## config.mk

```make
export PLATFORM = sky130hd
export DESIGN_NAME = shake_perm_ctrl
export DESIGN_NICKNAME = d
export VERILOG_FILES = /design/src/rtl/shake_pkg.sv /design/src/rtl/keccak_round_counter.sv /design/src/rtl/shake_perm_ctrl.sv
export SDC_FILE = /design/constraint.sdc
export NUM_CORES = 1
export LEC_CHECK = 0
export CORE_MARGIN = 4
export CORE_UTILIZATION = 51
export DETAILED_ROUTE_END_ITERATION = 16
export PLACE_DENSITY = 0.89
export SKIP_CTS_REPAIR_TIMING = 1
export SLEW_MARGIN = 20
export SYNTH_ARGS = -nofsm -noshare
export SYNTH_HDL_FRONTEND = slang
export SYNTH_SLANG_ARGS = --single-unit
export TNS_END_PERCENT = 50
```

## constraint.sdc

```tcl
create_clock -name clk -period 2.85 [get_ports clk]
set_input_delay 0.57 -clock clk [delete_from_list [all_inputs] [get_ports clk]]
set_output_delay 0.57 -clock clk [all_outputs]
set_load 0.01 [all_outputs]
```

## src/rtl/shake_pkg.sv

```systemverilog
// Shared SHAKE definitions: hash mode, rate sizes, round count and the
// permutation controller state encoding.
package shake_pkg;

    typedef enum logic {
        MODE_SHAKE128 = 1'b0,
        MODE_SHAKE256 = 1'b1
    } mode_t;

    localparam int RATE_WORDS_128 = 21;
    localparam int RATE_WORDS_256 = 17;
    localparam int KECCAK_ROUNDS  = 24;

    typedef enum logic [2:0] {
        ST_IDLE,
        ST_WAIT_BLOCK,
        ST_ABSORB,
        ST_PERMUTE,
        ST_SQUEEZE_WAIT,
        ST_SQUEEZE
    } perm_state_t;

    function automatic logic [4:0] rate_words(input mode_t m);
        return (m == MODE_SHAKE256) ? 5'(RATE_WORDS_256) : 5'(RATE_WORDS_128);
    endfunction

endpackage

```

## src/rtl/keccak_round_counter.sv

```systemverilog
// Keccak-f round counter; advances by two per enabled cycle when
// SHAKE_DOUBLE_ROUND_EN is defined, otherwise by one.
module keccak_round_counter #(
    parameter int ROUNDS = 24
) (
    input  logic       clk,
    input  logic       rst_n,
    input  logic       clear,
    input  logic       enable,
    output logic [4:0] count,
    output logic       last
);

`ifdef SHAKE_DOUBLE_ROUND_EN
    localparam logic [4:0] STEP = 5'd2;
`else
    localparam logic [4:0] STEP = 5'd1;
`endif
    localparam logic [4:0] LAST_IDX = 5'(ROUNDS) - STEP;

    always_ff @(posedge clk or negedge rst_n) begin
        if (!rst_n) begin
            count <= 5'd0;
        end else if (clear) begin
            count <= 5'd0;
        end else if (enable) begin
            count <= count + STEP;
        end
    end

    assign last = (count == LAST_IDX);

endmodule

```

## src/rtl/shake_perm_ctrl.sv

```systemverilog
// SHAKE absorb/permute/squeeze sequencer between the load stage and the
// output PISO. Define SHAKE_DOUBLE_ROUND_EN for two Keccak rounds per cycle.
module shake_perm_ctrl
    import shake_pkg::*;
#(
    parameter int ROUNDS    = KECCAK_ROUNDS,
    parameter int OUT_LEN_W = 32
) (
    input  logic                 clk,
    input  logic                 rst_n,
    input  logic                 start,
    input  logic                 mode,
    input  logic [OUT_LEN_W-1:0] out_words,
    input  logic                 input_buffer_ready,
    input  logic                 last_block_in_buffer,
    output logic                 input_buffer_consumed,
    output logic                 state_reset,
    output logic                 absorb_enable,
    output logic                 round_enable,
    output logic [4:0]           round_index,
    input  logic                 output_buffer_empty,
    output logic                 output_buffer_load,
    output logic                 last_output_block,
    output logic [4:0]           last_block_words,
    output logic                 busy,
    output logic                 done
);

    perm_state_t          state, state_next;
    mode_t                mode_q;
    logic [OUT_LEN_W-1:0] words_left;
    logic                 last_q;
    logic                 state_reset_q;
    logic                 cnt_clear, cnt_en, cnt_last;
    logic [4:0]           cnt;
    logic [OUT_LEN_W-1:0] rate_ext;
    logic                 final_squeeze;

    keccak_round_counter #(.ROUNDS(ROUNDS)) u_round_cnt (
        .clk    (clk),
        .rst_n  (rst_n),
        .clear  (cnt_clear),
        .enable (cnt_en),
        .count  (cnt),
        .last   (cnt_last)
    );

    assign rate_ext      = OUT_LEN_W'(rate_words(mode_q));
    assign final_squeeze = (words_left <= rate_ext);

    always_ff @(posedge clk or negedge rst_n) begin
        if (!rst_n) begin
            state         <= ST_IDLE;
            mode_q        <= MODE_SHAKE128;
            words_left    <= '0;
            last_q        <= 1'b0;
            state_reset_q <= 1'b0;
        end else begin
            state <= state_next;
            // Registered so the clear pulse is a Moore output of the first WAIT_BLOCK cycle
            state_reset_q <= (state == ST_IDLE) && start;
            if (state == ST_IDLE && start) begin
                mode_q     <= mode_t'(mode);
                words_left <= out_words;
            end
            if (state == ST_WAIT_BLOCK && input_buffer_ready) begin
                last_q <= last_block_in_buffer;
            end
            if (state == ST_SQUEEZE) begin
                words_left <= final_squeeze ? '0 : (words_left - rate_ext);
            end
        end
    end

    always_comb begin
        state_next            = state;
        input_buffer_consumed = 1'b0;
        absorb_enable         = 1'b0;
        round_enable          = 1'b0;
        round_index           = 5'd0;
        output_buffer_load    = 1'b0;
        last_output_block     = 1'b0;
        last_block_words      = 5'd0;
        done                  = 1'b0;
        cnt_clear             = 1'b0;
        cnt_en                = 1'b0;
        case (state)
            ST_IDLE: begin
                if (start) state_next = ST_WAIT_BLOCK;
            end
            ST_WAIT_BLOCK: begin
                if (input_buffer_ready) state_next = ST_ABSORB;
            end
            ST_ABSORB: begin
                absorb_enable         = 1'b1;
                input_buffer_consumed = 1'b1;
                cnt_clear             = 1'b1;
                state_next            = ST_PERMUTE;
            end
            ST_PERMUTE: begin
                round_enable = 1'b1;
                round_index  = cnt;
                cnt_en       = 1'b1;
                if (cnt_last) begin
                    if (!last_q) begin
                        state_next = ST_WAIT_BLOCK;
                    end else if (words_left == '0) begin
                        done       = 1'b1;
                        state_next = ST_IDLE;
                    end else begin
                        state_next = ST_SQUEEZE_WAIT;
                    end
                end
            end
            ST_SQUEEZE_WAIT: begin
                if (output_buffer_empty) state_next = ST_SQUEEZE;
            end
            ST_SQUEEZE: begin
                output_buffer_load = 1'b1;
                if (final_squeeze) begin
                    last_output_block = 1'b1;
                    last_block_words  = words_left[4:0];
                    done              = 1'b1;
                    state_next        = ST_IDLE;
                end else begin
                    cnt_clear  = 1'b1;
                    state_next = ST_PERMUTE;
                end
            end
            default: state_next = ST_IDLE;
        endcase
    end

    assign state_reset = state_reset_q;
    assign busy        = (state != ST_IDLE);

endmodule

```

* Word level (Yosys, flattened, before mapping)
Cells that the tools add are included.
** Word-level totals
- Register bits :: 43
- Word-level logic and storage cells :: 55
** Operators by class
- Reductions and logical operators :: 8
- $lt $le $gt $ge :: 1
- Multiplexer cells :: 28
- Add/sub/neg operators :: 2
- Equal/unequal tests :: 10
** Operator list (number)
- $mux W32 :: 3
- $le A32 B5 Y1 :: 1
- $logic_not A32 Y1 :: 1
- $sub A32 B5 Y32 :: 1
- $mux W5 :: 5
- $mux W3 :: 7
- $pmux W3 S6 :: 1
- $mux W1 :: 9
- $ne A2 B2 Y1 const B :: 4
- $eq A3 B2 Y1 const B :: 2
- $eq A3 B3 Y1 const B :: 2
- $add A5 B1 Y5 const B :: 1
- $eq A5 B5 Y1 const B :: 1
- $pmux W1 S2 :: 2
- $reduce_and A4 Y1 :: 1
- $reduce_bool A2 Y1 :: 2
- $eq A3 B1 Y1 const B :: 1
- $logic_not A3 Y1 :: 1
- $reduce_bool A3 Y1 :: 1
- $logic_and A1 B1 Y1 :: 2
- $mux W2 :: 1

* Depth between registers and ports, before layout
- Word-level depth :: 5
- Depth in mapped cells :: 9
- Mapped depth without buffers :: 8

* Modules after synthesis
From an unflattened synthesis, not the netlist that was laid out.
** Unflattened totals
- Cells, all modules :: 324
- Area total of the unflattened synthesis :: 2837.7 µm²
** Modules (own cells, without submodules)
- shake_perm_ctrl :: area each 2575.0 µm², cells each 301, times used 1, sequential area each 950.9 µm²
- keccak_round_counter :: area each 262.8 µm², cells each 23, times used 1, sequential area each 125.1 µm²

* Worst setup path after synthesis
OpenSTA, ideal clock, no wires.
- Path kind :: register to output
- From :: reg words_left[6]
- To :: out done
- Buffers on the path :: 0
- Arrival time :: 2.152 ns
- Required time :: 2.280 ns
- Stages on the path, launching flop included :: 6
- Path slack :: 0.128 ns
- Cells stage by stage :: dfrtp_1 > or3_4 > nor3_1 > nand3_1 > or4_1 > o21bai_1
** Between the ends
- Cells in the longest elaborated chain, start to end :: 5
- Elaborated cells on any way between the ends :: 7
** Ends and longest elaborated chain
- start, declared :: line shake_perm_ctrl.sv:31 : logic [OUT_LEN_W-1:0] words_left;
- start signal, assigned :: line shake_perm_ctrl.sv:64 : words_left <= out_words;
- start signal, assigned :: line shake_perm_ctrl.sv:70 : words_left <= final_squeeze ? '0 : (words_left - rate_ext);
- branches (longest 4 deep; another with $le A32 B5 Y1)
- $pmux W1 S2 * :: line shake_perm_ctrl.sv:87 : case (state)
- end, declared :: line shake_perm_ctrl.sv:26 : output logic done
Every way passes the cells marked *.

* Final worst setup path
- From :: reg words_left[12]
- To :: out done
Same word-level chain as after synthesis.

==> flow_metrics.tcl <==
set metrics [dict create \
    final_cell_mix "clkdlybuf4s50_1 (48), buf_4 (45), dfrtp_1 (42)" \
    use_met2_pct 45.7 \
    r2r-start "words_left[2]" \
    rrSetupSlack_ns 0.20 \
    r2r_end "words_left[30]" \
    required_ns 2.28 \
    hpwl_mm 5.88 \
    power_leakage_nw 1.59 \
    maxCapViolCount 0 \
    hold_viol 0 \
    postSynthCellCount 301 \
    worst-path-max-fanout 3 \
    gr-usage-met3_pct 4.48 \
    setup_viol 0 \
    die_w_um 80.4 \
    io_buffer_count 56 \
    hold_ws_ns 0.413 \
    synth.net_count 345 \
    syn_to_final_growth_pct 40.8 \
    finalCriticalPeriod_ns 2.80 \
    r2r_cells 8 \
    drtIter0Drc 321 \
    grt_util_all_layers_pct 25.9 \
    grt_first_pass_wirelength_mm 13.1 \
    dr.pass1.iters 6 \
    start_kind "flip-flop" \
    routabilityCongestion 0.869 \
    fmax_mhz 357 \
    hold_class "primary input to asynchronous set/reset pin" \
    ys_seq_elements 43 \
    skew_ns 0.00586 \
    num_rows 26 \
    ys_seq_area_share_pct 40.2 \
    viasPerCell 6.24 \
    cts-root-buf "clkbuf_8" \
    worstPathArrival_ns 2.23 \
    cts_num_sinks 43 \
    post-route-cell-area_mm2 0.00377 \
    ys_async_sr_fraction_pct 100 \
    ys_types 50 \
    pin_count 57 \
    yosysTopAreaCell "dfrtp_1" \
    power_density_mw_per_mm2 733 \
    grt_max_degree 44 \
    vdd_drop_max_mv 0.366 \
    place_area_mm2 0.00361 \
    n_fill_cell 369 \
    htreeDepth 2 \
    insertion_delay_ns 0.30 \
    pre_cts_ws_ns -0.0997 \
    core_mm2 0.00511 \
    grt_pass1_vias 2887 \
    gr-usage-met1_pct 30.5 \
    routedWlPerCell_um 17.5 \
    report.final.slew_viol_count 0 \
    dieArea_mm2 0.00647 \
    drtAntennaViolNets 0 \
    synth_edf_count 0 \
    mostFrequentLayoutCell "clkdlybuf4s50_1" \
    maxSlewHeadroom_pct 35.5 \
    diodes 0 \
    grt_overflow 0 \
    tritoncts "yes" \
    worst_setup_path_end_kind "output pin" \
    worst-setup-path-type "flip-flop to output pin" \
    layout_setup_ws_ns 0.0453 \
    status "completed" \
    antenna_found_initial 0 \
    synth_ff_type "dfrtp_1" \
    nNetsFinal 438 \
    worst_slew_pin_slew_ns 0.968 \
    yosysTopAreaCellShare_pct 40.2 \
    start_util_pct 52.4 \
    wirelength_mm 8.15 \
    synth_area_mm2 0.00268 \
    drive_gt1_share_pct 18.2 \
    rsz0062_at_grt "true" \
    synthTopCellsByArea "dfrtp_1 (40%), nand2_1 (3.9%), a221o_1 (3.7%)" \
    synth.avg_cell_area_um2 8.89 \
    numCtsBuffers 5 \
    dr_total_vias 2901 \
    die_h_um 80.4 \
    cts_buffer_depth 2 \
    finalPower_mw 2.76 \
    drc 0 \
    path_clk_slew_ns 0.08 \
    top_usage_layer "met2" \
    synth_warnings 0 \
    period_share_pct 98.4 \
]
report_power, final:
group,leakage [nW],internal [mW],total [mW],switching [mW]
Clock,0.0654,0.350,0.565,0.215
Combinational,1.03,0.636,1.20,0.568
Sequential,0.491,0.806,0.995,0.189
cell families after synthesis:
logic type | synth area share [%]
AOI/OAI and AO/OA | 24.0
buffers and inverters | 3.69
xor gates and xnor gates | 3.27
and+or+nand+nor | 24.2
adders and majority gates | 2.34
muxes | 2.34
DFF | 40.2
stage by stage:
step / util (%) / TNS, ns / cells
floorplan: - / 0 / 301
global placement: 70.7 / -0.0331 / 457
detailed placement: 70.7 / -0.0997 / 457
CTS: 73.3 / -1.93 / 465
global route: 73.8 / -0.0749 / 465
finish: 73.8 / 0 / 465
sequential cells by signal (all words and copies together), names as in the netlist:
signal,flops
last_q,1
mode_q,1
state,3
state_reset,1
u_round_cnt.count,5
words_left,32
cells in the mapped netlist, types with 4 or more instances:
| cell type | instances |
|---|---|
| or4_1 | 4 |
| or3_1 | 4 |
| nor4_1 | 12 |
| dfrtp_1 | 43 |
| buf_2 | 4 |
| and2_1 | 7 |
| o21ai_0 | 20 |
| nand2b_1 | 8 |
| o311ai_1 | 5 |
| o21ai_1 | 6 |
| xnor2_1 | 5 |
| nand2_1 | 28 |
| mux2i_1 | 4 |
| nand3_1 | 10 |
| xor2_1 | 5 |
| a221o_1 | 10 |
| nor2_1 | 24 |
| inv_1 | 6 |
| clkbuf_1 | 10 |
| ha_1 | 5 |
| a21oi_1 | 14 |
| a22oi_1 | 6 |
| nor3_1 | 13 |
how the worst max path moves through the flow:
stage                   start  endpoint  cells past startpoint
3_5_place_dp   words_left[12]      done                      7
5_1_grt        words_left[18]      done                      6
4_1_cts        words_left[12]      done                      7
6_report       words_left[12]      done                      7
3_3_place_gp   words_left[12]      done                      7
2_1_floorplan   words_left[6]      done                      5
per-layer routing:
layer,routed length [µm],vias up
li1,-,1328
met5,0,-
met2,4200,166
met4,263,0
met3,507,43
met1,3170,1364
worst max-delay path, stage by stage (launching register included):
cell	delay, ns
dfrtp_1	0.40
nor4_2	0.27
buf_4	0.16
and4_4	0.22
nand3_1	0.10
or4_4	0.51
o21bai_1	0.13
clkbuf_2	0.15
layout make-up:
class	count	area (µm²)	share of cell area, %
clock buffers	6	72.6	1.93
clock inverters	2	60.1	1.59
flip-flops and latches	43	1080	28.6
repair buffers	102	908	24.1
well taps	70	87.6	2.32
inverters	7	26.3	0.697
multi-input cells	235	1540	40.8
(Power assumes the default switching activity.)
